===== src/rtl/mmm_nlp_pkg.sv =====
// Shared constants, FSM state type and counter sizing for the NLP
// Montgomery reduction stage.
//   WW   : reduction word width (radix 2^16)
//   ITER : reduction iterations, R = 2^(WW*ITER) = 2^96
//   DW   : modulus / result width
//   PW   : product input width
//   AW   : accumulator width (PW + 1)
package mmm_nlp_pkg;

  localparam int unsigned WW   = 16;
  localparam int unsigned ITER = 6;
  localparam int unsigned DW   = 90;
  localparam int unsigned PW   = 181;
  localparam int unsigned AW   = 182;

  // Smallest r with 2^r >= v.
  function automatic int unsigned clog2(input int unsigned v);
    int unsigned r;
    r = 0;
    for (int unsigned i = 0; i < 32; i++) begin
      if ((32'd1 << i) < v) r = i + 1;
    end
    return r;
  endfunction

  // Counter reaches ITER after the last increment, so size for ITER itself.
  localparam int unsigned CW = clog2(ITER);

  typedef enum logic [1:0] {
    IDLE,
    RUN,
    DONE
  } state_e;

endpackage


===== src/rtl/mmm_nlp_redc_step.sv =====
// One combinational word-serial Montgomery iteration:
//   q = acc[15:0] * ninv mod 2^16 ; acc_o = (acc + q*n) >> 16
// Ports:
//   acc_i  : current accumulator (AW bits)
//   n_i    : modulus N (DW bits)
//   ninv_i : -N^-1 mod 2^16
//   acc_o  : accumulator after this iteration
module mmm_nlp_redc_step
  import mmm_nlp_pkg::*;
(
  input  logic [AW-1:0] acc_i,
  input  logic [DW-1:0] n_i,
  input  logic [WW-1:0] ninv_i,
  output logic [AW-1:0] acc_o
);

  logic [WW-1:0]    q;
  logic [DW+WW-1:0] qn;
  logic [AW:0]      sum;

  assign q   = WW'(acc_i[WW-1:0] * ninv_i);
  assign qn  = (DW+WW)'(q) * (DW+WW)'(n_i);
  // Sum kept one bit wider than the accumulator; low WW bits are zero by choice of q.
  assign sum = (AW+1)'(acc_i) + (AW+1)'(qn);
  assign acc_o = AW'(sum >> WW);

endmodule


===== src/rtl/mmm_nlp_redc_90b.sv =====
// Word-serial Montgomery reduction of a 181-bit product T, producing
// T * 2^-96 mod N in non-least-positive form [0, 2N).
// Ports:
//   i_clk, i_rst      : clock, synchronous active-high reset
//   i_valid / o_ready : product handshake (i_res, i_n, i_ninv captured on accept)
//   i_res             : product T (PW bits)
//   i_n               : odd modulus N (DW bits)
//   i_ninv            : -N^-1 mod 2^16
//   o_valid / i_ready : result handshake
//   o_res             : reduced result (DW bits)
//   o_ovf             : accumulator bits above DW were nonzero at completion
module mmm_nlp_redc_90b
  import mmm_nlp_pkg::*;
(
  input  logic          i_clk,
  input  logic          i_rst,
  input  logic          i_valid,
  output logic          o_ready,
  input  logic [PW-1:0] i_res,
  input  logic [DW-1:0] i_n,
  input  logic [WW-1:0] i_ninv,
  output logic          o_valid,
  input  logic          i_ready,
  output logic [DW-1:0] o_res,
  output logic          o_ovf
);

  state_e        state_q;
  logic [AW-1:0] acc_q;
  logic [AW-1:0] acc_d;
  logic [DW-1:0] n_q;
  logic [WW-1:0] ninv_q;
  logic [CW-1:0] cnt_q;
  logic          ready_q;
  logic          valid_q;
  logic [DW-1:0] res_q;
  logic          ovf_q;

  // Single shared iteration datapath.
  mmm_nlp_redc_step u_step (
    .acc_i  (acc_q),
    .n_i    (n_q),
    .ninv_i (ninv_q),
    .acc_o  (acc_d)
  );

  // Control FSM with registered handshake and result outputs.
  always_ff @(posedge i_clk) begin
    if (i_rst) begin
      state_q <= IDLE;
      acc_q   <= '0;
      n_q     <= '0;
      ninv_q  <= '0;
      cnt_q   <= '0;
      ready_q <= 1'b1;
      valid_q <= 1'b0;
      res_q   <= '0;
      ovf_q   <= 1'b0;
    end else begin
      case (state_q)
        IDLE: begin
          if (i_valid) begin
            acc_q   <= AW'(i_res);
            n_q     <= i_n;
            ninv_q  <= i_ninv;
            cnt_q   <= '0;
            ready_q <= 1'b0;
            state_q <= RUN;
          end
        end
        RUN: begin
          acc_q <= acc_d;
          cnt_q <= cnt_q + CW'(1);
          // Result is captured from the final iteration's output directly.
          if (cnt_q == CW'(ITER - 1)) begin
            state_q <= DONE;
            valid_q <= 1'b1;
            res_q   <= acc_d[DW-1:0];
            ovf_q   <= |acc_d[AW-1:DW];
          end
        end
        DONE: begin
          if (i_ready) begin
            valid_q <= 1'b0;
            ready_q <= 1'b1;
            state_q <= IDLE;
          end
        end
        default: state_q <= IDLE;
      endcase
    end
  end

  assign o_ready = ready_q;
  assign o_valid = valid_q;
  assign o_res   = res_q;
  assign o_ovf   = ovf_q;

endmodule


===== config.mk =====
export PLATFORM = sky130hd
export DESIGN_NAME = mmm_nlp_redc_90b
export DESIGN_NICKNAME = d
export VERILOG_FILES = /design/src/rtl/mmm_nlp_pkg.sv /design/src/rtl/mmm_nlp_redc_step.sv /design/src/rtl/mmm_nlp_redc_90b.sv
export SDC_FILE = /design/constraint.sdc
export NUM_CORES = 2
export LEC_CHECK = 0
export CAP_MARGIN = 20
export CORE_ASPECT_RATIO = 0.7
export CORE_MARGIN = 2
export CORE_UTILIZATION = 45
export CTS_BUF_LIST = sky130_fd_sc_hd__clkbuf_8
export DETAILED_ROUTE_END_ITERATION = 10
export PLACE_DENSITY = 0.72
export RECOVER_POWER = 50
export SYNTH_ARGS = -nofsm -noshare
export SYNTH_HDL_FRONTEND = slang
export SYNTH_SLANG_ARGS = --single-unit
export TNS_END_PERCENT = 30

===== constraint.sdc =====
create_clock -name i_clk -period 13.1 [get_ports i_clk]
set_clock_uncertainty 0.2 [all_clocks]
set_input_delay 1.31 -clock i_clk [delete_from_list [all_inputs] [get_ports i_clk]]
set_output_delay 1.31 -clock i_clk [all_outputs]
set_load 0.05 [all_outputs]

==> results.md <==
- Flop2flop setup slack: -150 ps
- Clk buf depth: 3
- Final setup vio count: 1
- Clock power share: 7.5%
- CTS H-Tree Depth: 3
- Largest net degree at the start of global routing: 185
- Rel. slew slack: -473%
- Clk slew on worst S/H paths: 70 ps
- Comb power frac: 84.6%
- Post-detailed-route wirelength per cell: 23.1 um
- Via Count: 61700
- Crit-path max FO: 28
- Internal Power: 8650 uW
- Die height: 331 um
- R2r endpoint: o_ovf
- Clk_lat worst skew: 890 ps
- Max-cap violations: 6
- Most frequent CP cell: fa_1
- Final ANT Viol Nets: 0
- Site row count: 120
- Worst Hold Class: reg -> reg
- Vias in the first global route: 64900
- Layout fillers: 14000
- Async set-reset flop share out of synthesis: 0%
- Critical Path AT: 13770 ps
- Top-area cell type share of the netlist area: 41.1%
- Synth area leader: fa_1
- Post-layout instance area: 81000 um2
- Post-DP HPWL: 204000 um
- Failing checks: capacitance limit, slew limit, setup timing
- First-pass GRT wire length: 396000 um
- Synth top area cells: fa_1, dfxtp_1, nand2_1
- Die ar.: 156000 um2
- Post-synth EDFFs: 0
- Hold Startpoint: o_res[5]
- Yosys synthesis warning count: 0
- Crit. End Element: flop
- CP peak stage delay: 580 ps
- Switch Pwr: 11200 uW
- DRT iter0 DRCs: 6202
- Syn_area_per_cell: 8.13 um2
- Layout cells sized above 1: 9.66%
- Die width: 472 um
- Synth unique cells: 74
- CTS root buffer: clkbuf_8
- DRT Pass-1 Iters: 8
- Post-DP Area: 78500 um2
- Most common cell after layout, fill and taps aside: nand2_1
- Core ar.: 152000 um2
- Fin crit share: 101%
- Remaining Overflow, GRT: 0
- Pins Over Slew Limit: 467
- Remaining DRCs: 0
- Status: finished with violations
- Post-synthesis cell area: 68900 um2
- Final Wtd Congestion: 1.03
- Synth Instances: 8474
- Worst Hold Path EP: o_res[5]
- Port Buf Inserts: 383
- Top-Level Pins: 384
- # hold bufs at CTS: 0
- Final WL: 258000 um
- Commonest cells after routing, fill and taps aside: nand2_1, inv_1, fa_1
- Flop pwr share: 7.9%
- Mean number of vias per cell: 5.54
- Slew @ Worst Pin: 8590 ps
- P_leak: 0.0380 uW
- CTS sink count: 385
- Layout Area Growth over Synthesis: 17.5%
- RSZ-0062 raised after global routing: yes
- Sw Ratio: 56.3%
- Hold path depth: 2
- Initial antenna violation count: 16
- Reg2Reg Launch Point: ninv_q[3]
- Setup crit start kind: flop
- Critical path's slowest cell: fa_1
- GR Util All Layers: 33.4%
- Peak supply drop: 0.269 mV
- Cts bufs inserted: 76
- Fmax: 0.0755 GHz
- WP data required: 13630 ps
- Seq cells post-synth: 385
- Main synth FF type: dfxtp_1
- Post-Route Utilization: 53.1%
- Post-place setup slack: -306 ps
- Sequential fraction of the synthesis area: 11.2%
- Hold Violations, Final: 0
- TritonCTS clock tree: built
- Fin crit period: 13250 ps
- Initial Utilization: 45.2%
- Worst reg2reg path depth: 46
- Net count after synthesis: 10400
- PD cells: 245 nW/um2
- Final WS setup: -147 ps
- # nets final: 11000
- Setup CP Type: reg -> reg
==> flip-flops by register name, indices dropped and copies added, names as in the netlist <==
name and cells:
o_res 90, state_q 2, ninv_q 16, o_ready 1
n_q 90, o_ovf 1, o_valid 1, cnt_q 3
acc_q 181
==> kinds of logic after synthesis <==
group | share of synthesized area, %
and+or+nand+nor | 21.1
buffers and inverters | 11.7
adders and majority gates | 45.3
AOI/OAI and AO/OA | 8.07
DFF | 11.2
xor gates and xnor gates | 2.58
muxes | 0.0872
==> cell usage after synthesis, types with 20 or more instances <==
cell      instances
a21oi_1         399
nand4_1          76
nand3_1          90
and2_1          476
xor2_1           84
nand2_1        1843
nor3_1           53
o21bai_1         32
fa_1           1414
nor4_1           31
and3_1          105
a311oi_1         91
dfxtp_1         385
o21ai_0         108
nor2_1          346
clkbuf_1        484
a21o_1           46
nand2b_1        105
a211oi_1         84
or3_1            20
ha_1            233
inv_1          1627
xnor2_1         119
==> layer usage <==
layer / up-vias / GRT usage (%) / wire length [um]
li1: 26700 / - / -
met1: 30700 / 45.3 / 103000
met2: 3565 / 48.4 / 108000
met3: 658 / 11.7 / 33600
met4: 12 / 14.0 / 13500
met5: - / 0 / 108
==> power by group through the flow <==
stage          Sequential (uW)  Clock, uW  Combinational, uW
3_3_place_gp              1570          0              15600
2_1_floorplan             1420          0               7940
6_report                  1560       1480              16800
3_5_place_dp              1580          0              15800
5_1_grt                   1580       1560              17900
4_1_cts                   1550       1510              16200
==> critical path: cells and delay by family (launching register included) <==
kind,cells,cell delay [ps]
AOI/OAI and AO/OA,8,1410
DFF,1,410
and+or+nand+nor,11,2690
adders and majority gates,14,6440
buffers and inverters,12,1670
xor gates and xnor gates,1,190
==> per-stage QoR <==
stage	TNS [ps]	hold slack [ps]	std cells	total power, uW
CTS	-38.7	261	11100	19300
detailed placement	-307	251	11000	17400
global route	-1240	283	11100	21000
global placement	-199	244	11000	17100
floorplan	0	237	8474	9370
finish	-147	259	11100	19800
==> timing repair <==
item / CTS / global route
gates cloned: 2 / 0
setup endpoints to repair: 6 / 84
setup buffers: 18 / 5
pin swaps: 13 / 17
resized for setup: 50 / 61
==> area by class of cell <==
type                       instances  area, um2  share of cell area, %
multi-input combinational       5947      53800                   66.4
antenna                            9       22.5                 0.0278
inverter                        1627       6110                   7.54
clock inverter                    48        502                  0.620
tap                             2013       2520                   3.11
timing repair buffer            1026       9130                   11.3
clock buffer                      88       1210                   1.50
sequential                       385       7710                   9.52
==> worst max path at each step <==
stage,start,endpoint,slack (ps)
global route,ninv_q[4],o_ovf,-460
detailed placement,ninv_q[4],o_ovf,-310
finish,ninv_q[3],o_ovf,-150
CTS,ninv_q[4],o_ovf,-40
floorplan,ninv_q[1],o_ovf,600
global placement,ninv_q[4],o_ovf,-200
Note: power is estimated with default switching activity, not from simulation.
